### config.mk
export PLATFORM = sky130hd
export DESIGN_NAME = ascii_text_writer
export DESIGN_NICKNAME = d
export VERILOG_FILES = /design/src/rtl/ascii_pkg.sv /design/src/rtl/text_cursor.sv /design/src/rtl/ascii_text_writer.sv
export SDC_FILE = /design/constraint.sdc
export NUM_CORES = 1
export LEC_CHECK = 0
export BUFFER_PORTS_ARGS = -buffer_cell sky130_fd_sc_hd__buf_4
export CAP_MARGIN = 40
export CORE_MARGIN = 8
export CORE_UTILIZATION = 61
export DETAILED_ROUTE_END_ITERATION = 6
export HOLD_SLACK_MARGIN = 0.15
export PLACE_DENSITY_LB_ADDON = 0.12
export SYNTH_ARGS = -nofsm -noshare
export SYNTH_HDL_FRONTEND = slang
export SYNTH_SLANG_ARGS = --single-unit
### constraint.sdc
create_clock -name clk -period 4.5 [get_ports clk]
set_input_delay 0.9 -clock clk [delete_from_list [all_inputs] [get_ports clk]]
set_output_delay 0.9 -clock clk [all_outputs]
set_load 0.01 [all_outputs]
### src/rtl/ascii_pkg.sv
// Shared constants and types for the ASCII text writer: control codes,
// printable range, writer FSM states and cursor operations.
package ascii_pkg;

    localparam logic [7:0] ASCII_LF    = 8'h0A;
    localparam logic [7:0] ASCII_CR    = 8'h0D;
    localparam logic [7:0] ASCII_BS    = 8'h08;
    localparam logic [7:0] ASCII_FF    = 8'h0C;
    localparam logic [7:0] ASCII_SPACE = 8'h20;
    localparam logic [7:0] PRINT_MIN   = 8'h20;
    localparam logic [7:0] PRINT_MAX   = 8'h7E;

    typedef enum logic {
        IDLE,
        CLEAR
    } writer_state_t;

    typedef enum logic [2:0] {
        CUR_NONE,
        CUR_ADVANCE,
        CUR_NEWLINE,
        CUR_RETURN,
        CUR_BACK,
        CUR_HOME
    } cursor_op_t;

endpackage

### src/rtl/text_cursor.sv
// Text cursor position register: advance, newline, carriage return,
// backspace and home, wrapping at the right edge and the bottom row.
module text_cursor
    import ascii_pkg::*;
#(
    parameter int unsigned COLS = 80,
    parameter int unsigned ROWS = 30
) (
    input  logic       clk,
    input  logic       reset_n,
    input  cursor_op_t op,
    output logic [6:0] col,
    output logic [4:0] row
);

    localparam logic [6:0] COL_LAST = 7'(COLS - 1);
    localparam logic [4:0] ROW_LAST = 5'(ROWS - 1);

    logic [6:0] col_q, col_d;
    logic [4:0] row_q, row_d;
    logic [4:0] row_next;

    // No scrolling: moving past the bottom row returns to the top.
    assign row_next = (row_q == ROW_LAST) ? '0 : row_q + 5'd1;

    always_comb begin
        col_d = col_q;
        row_d = row_q;
        case (op)
            CUR_ADVANCE: begin
                if (col_q == COL_LAST) begin
                    col_d = '0;
                    row_d = row_next;
                end else begin
                    col_d = col_q + 7'd1;
                end
            end
            CUR_NEWLINE: begin
                col_d = '0;
                row_d = row_next;
            end
            CUR_RETURN: col_d = '0;
            CUR_BACK: begin
                if (col_q != '0) begin
                    col_d = col_q - 7'd1;
                end
            end
            CUR_HOME: begin
                col_d = '0;
                row_d = '0;
            end
            default: ;
        endcase
    end

    always_ff @(posedge clk or negedge reset_n) begin
        if (!reset_n) begin
            col_q <= '0;
            row_q <= '0;
        end else begin
            col_q <= col_d;
            row_q <= row_d;
        end
    end

    assign col = col_q;
    assign row = row_q;

endmodule

### src/rtl/ascii_text_writer.sv
// Turns the ASCII byte stream into character RAM writes for the text
// renderer, handling control codes, screen clear and debug counters.
module ascii_text_writer
    import ascii_pkg::*;
#(
    parameter int unsigned COLS   = 80,
    parameter int unsigned ROWS   = 30,
    parameter int unsigned ADDR_W = 12,
    parameter int unsigned CNT_W  = 12
) (
    input  logic              clk,
    input  logic              reset_n,
    input  logic [7:0]        ascii_data,
    input  logic              ascii_valid,
    output logic              ascii_ready,
    output logic              wr_en,
    output logic [ADDR_W-1:0] wr_addr,
    output logic [7:0]        wr_data,
    output logic [6:0]        cursor_col,
    output logic [4:0]        cursor_row,
    output logic [CNT_W-1:0]  char_count,
    output logic [CNT_W-1:0]  drop_count
);

    localparam logic [ADDR_W-1:0] LAST_CELL = ADDR_W'(COLS * ROWS - 1);

    writer_state_t     state_q, state_d;
    logic [ADDR_W-1:0] clr_addr_q, clr_addr_d;
    logic [CNT_W-1:0]  char_count_q, char_count_d;
    logic [CNT_W-1:0]  drop_count_q, drop_count_d;
    logic              wr_en_q, wr_en_d;
    logic [ADDR_W-1:0] wr_addr_q, wr_addr_d;
    logic [7:0]        wr_data_q, wr_data_d;
    cursor_op_t        cur_op;
    logic [ADDR_W-1:0] cell_addr;
    logic              xfer;

    text_cursor #(
        .COLS (COLS),
        .ROWS (ROWS)
    ) u_cursor (
        .clk     (clk),
        .reset_n (reset_n),
        .op      (cur_op),
        .col     (cursor_col),
        .row     (cursor_row)
    );

    assign ascii_ready = (state_q == IDLE);
    assign xfer        = ascii_valid && ascii_ready;
    assign cell_addr   = ADDR_W'(cursor_row) * ADDR_W'(COLS) + ADDR_W'(cursor_col);

    always_comb begin
        state_d      = state_q;
        clr_addr_d   = clr_addr_q;
        char_count_d = char_count_q;
        drop_count_d = drop_count_q;
        wr_en_d      = 1'b0;
        wr_addr_d    = wr_addr_q;
        wr_data_d    = wr_data_q;
        cur_op       = CUR_NONE;
        case (state_q)
            IDLE: begin
                if (xfer) begin
                    if (ascii_data >= PRINT_MIN && ascii_data <= PRINT_MAX) begin
                        wr_en_d      = 1'b1;
                        wr_addr_d    = cell_addr;
                        wr_data_d    = ascii_data;
                        char_count_d = char_count_q + 1'b1;
                        cur_op       = CUR_ADVANCE;
                    end else begin
                        case (ascii_data)
                            ASCII_LF: cur_op = CUR_NEWLINE;
                            ASCII_CR: cur_op = CUR_RETURN;
                            ASCII_BS: begin
                                // Erase lands on the cell left of the cursor, same row.
                                if (cursor_col != '0) begin
                                    wr_en_d   = 1'b1;
                                    wr_addr_d = cell_addr - 1'b1;
                                    wr_data_d = ASCII_SPACE;
                                    cur_op    = CUR_BACK;
                                end
                            end
                            ASCII_FF: begin
                                state_d    = CLEAR;
                                clr_addr_d = '0;
                            end
                            default: begin
                                if (drop_count_q != '1) begin
                                    drop_count_d = drop_count_q + 1'b1;
                                end
                            end
                        endcase
                    end
                end
            end
            CLEAR: begin
                wr_en_d    = 1'b1;
                wr_addr_d  = clr_addr_q;
                wr_data_d  = ASCII_SPACE;
                clr_addr_d = clr_addr_q + 1'b1;
                if (clr_addr_q == LAST_CELL) begin
                    state_d = IDLE;
                    cur_op  = CUR_HOME;
                end
            end
            default: state_d = IDLE;
        endcase
    end

    always_ff @(posedge clk or negedge reset_n) begin
        if (!reset_n) begin
            state_q      <= IDLE;
            clr_addr_q   <= '0;
            char_count_q <= '0;
            drop_count_q <= '0;
            wr_en_q      <= 1'b0;
            wr_addr_q    <= '0;
            wr_data_q    <= '0;
        end else begin
            state_q      <= state_d;
            clr_addr_q   <= clr_addr_d;
            char_count_q <= char_count_d;
            drop_count_q <= drop_count_d;
            wr_en_q      <= wr_en_d;
            wr_addr_q    <= wr_addr_d;
            wr_data_q    <= wr_data_d;
        end
    end

    assign wr_en      = wr_en_q;
    assign wr_addr    = wr_addr_q;
    assign wr_data    = wr_data_q;
    assign char_count = char_count_q;
    assign drop_count = drop_count_q;

endmodule
==> qor.csv <==
metric;value;unit
status;finished clean;
GRT Util Overall;0.213;
pin count of the biggest net entering global routing;58;
Primary FF master, synth;dfrtp_1;
startpoint types;flip-flop;
number of max-cap violations;0;
area occupied by multi-input gates;2320;um2
Routed WL;10.2;mm
Async SR Flop Fraction;1.00;
max incr delay on CP;790;ps
total CTS buffers;9;
Syn Area/Cell;9.34;um2
final hold violations;0;
Crit Path Class;reg -> reg;
Final Core Density;0.746;
TNS Setup;0;ps
Vias/cell;6.11;
number of synthesized flops with an enable pin;0;
RSZ-0062 raised after global routing;no;
wire length per cell;16.9;um
synthesis-stage register bit count;70;
wl on met1;4.47;mm
worst-skew pair later-pin latency;350;ps
placed insts;589;
Cells after Synth;451;
CTS root buffer;clkbuf_8;
vias in the first global route;3536;
Critical R2R Capture;wr_data[1];
Slew headroom;0.428;
first-pass GRT wire length;17.1;mm
highest-delay cell along the critical path;a2111oi_1;
# hold bufs at CTS;0;
Clock Sink Count;70;
H-tree depth;3;
max layer used;met4;
Reg area;1750;um2
initial drt markers;247;
Final HPWL DP;7.62;mm
Seq/Total Area, Yosys;0.416;
Initial Utilization;0.623;
chip width;99.1;um
R2R Setup Slk;1260;ps
area delta synth->final;19.7;%
die height;99.1;um
synthesized net count;481;
critical path fanouts, max;9;
skew final;7.79;ps
Detailed Routing Iterations Pass 1;5;
cell row count;30;
WL met3;626;um
final period utilization;0.721;
worst vdd ir;0.000296;V
minimum clock period;3240;ps
worst path required time;4740;ps
CTS tree;done;
Non-Filler Instances;605;
Vias;3698;
Post-Syn Area;4210;um2
most frequent cells in the layout;71 x buf_4, 70 x dfrtp_1, 51 x nand2_1;
worst r2r src;u_cursor.col[0];
CP cell instances;inv_1 > ha_1 > nor3b_1 > a2111oi_1 > nand2_1 > a21oi_2 > nor2_1 > a22o_1;
commonest non-fill, non-tap cell in the layout;buf_4;
Resized cells post-CTS;0;
Least-Margin Pin Slew;856;ps
power per cell area;559;nW/um2
I/O Buffers;68;
max-slew violations;0;
ratio of cells with drive above 1 in the final layout;0.200;
gr ovfl total;0;
die area;9820;um2
core area;6760;um2
Unique masters post-synth;59;
Pwr Total;0.00282;W
Ports;69;
final-layout fill cell count;506;
Static Leak;2.29;nW
routability cong.;0.869;
nets@finish;550;
Ys Warns;0;
residual DRC count;0;
met2 wire length;4.97;mm
CP endpoint kind;flip-flop;
Bufs on Longest Clock Path;2;
Max Fclk;0.308;GHz
final setup vio count;0;
cell count of the worst reg-to-reg path;8;
HP Class;in -> async;
antenna fix cells;0;
Crit path arrival time;3480;ps
Post-DRT Antenna Nets;0;
Clock transition at path regs;70;ps
initial antenna violation count;0;
Post-CTS Setup Bufs;0;
[cell usage after synthesis, types with 3 or more instances]
master	number	area share
nor3_1	8	0.0095
nand3b_1	4	0.0071
nand2_1	51	0.045
nor2b_1	4	0.0059
a21o_1	5	0.0089
a22o_1	8	0.017
or3_1	6	0.0089
nand2b_1	3	0.0045
and2_1	3	0.0045
buf_2	3	0.0036
xnor2_1	21	0.044
and4_1	4	0.0083
nor2_1	40	0.036
a21oi_1	12	0.014
a211oi_1	4	0.0071
a31oi_1	5	0.0074
and3_1	12	0.018
xor2_1	19	0.040
o22ai_1	5	0.0074
nand3_1	27	0.032
dfrtp_1	70	0.42
a311o_1	3	0.0071
nand4_1	4	0.0059
mux2i_1	6	0.014
ha_1	17	0.051
or2_2	3	0.0045
o211ai_1	4	0.0071
o31ai_1	6	0.011
or4_1	4	0.0071
clkbuf_1	10	0.0089
o21ai_0	24	0.029
inv_1	20	0.018
[stage by stage]
step | instance area (um2) | hold WS [ps] | setup slack (ps)
6_report | 5040 | 406 | 1260
5_1_grt | 5040 | 403 | 990
4_1_cts | 5040 | 395 | 1310
3_5_place_dp | 4820 | 468 | 1200
3_3_place_gp | 4780 | 465 | 1240
2_1_floorplan | 4210 | 474 | 1470
[layer usage]
metal  track usage  up-vias
li1              -     1767
met1         0.268     1805
met2         0.347      112
met3        0.0550       14
met4        0.0757        0
met5             0        -
[how the worst max path moves through the flow]
stage,startpoint,endpoint,depth (start not counted)
finish,u_cursor.col[0],wr_data[1],8
global route,u_cursor.col[0],wr_data[1],8
floorplan,ascii_data[6],u_cursor.row[4],6
CTS,u_cursor.col[0],wr_data[1],8
detailed placement,ascii_data[6],u_cursor.col[6],7
global placement,ascii_data[6],u_cursor.row[4],7
[kinds of logic after synthesis]
kind of cell / count (synthesis) / synth area share
adders and majority gates: 19 / 0.0600
and+or+nand+nor: 185 / 0.224
muxes: 8 / 0.0196
xor gates and xnor gates: 40 / 0.0832
DFF: 70 / 0.416
AOI/OAI and AO/OA: 94 / 0.165
buffers and inverters: 35 / 0.0321
[sequential cells by signal (all words and copies together) (netlist names)]
name,flops
char_count,12
clr_addr_q,12
drop_count,12
state_q,1
u_cursor.col,7
u_cursor.row,5
wr_addr,12
wr_data,8
wr_en,1
[critical path: cells and delay by family, from the launching register on]
family,cells,cell delay [ps]
buffers and inverters,1,80
adder cells (fa/ha/maj),1,260
AND/OR/NAND/NOR,3,740
flip-flops,1,500
AO/OA/AOI/OAI,3,1560
[final cells by class]
type,count,area share
multi-input combinational,346,0.461
clock inverter,5,0.0161
sequential,70,0.348
clock buffer,11,0.0281
inverter,20,0.0149
tap,80,0.0199
timing repair buffer,73,0.112
[power breakdown]
group / switching, W / internal (W)
logic: 0.000621 / 0.000563
registers: 0.000251 / 0.000812
clock network: 0.000243 / 0.000329
total: 0.00111 / 0.00170
Power figures use the tool's default switching activity.
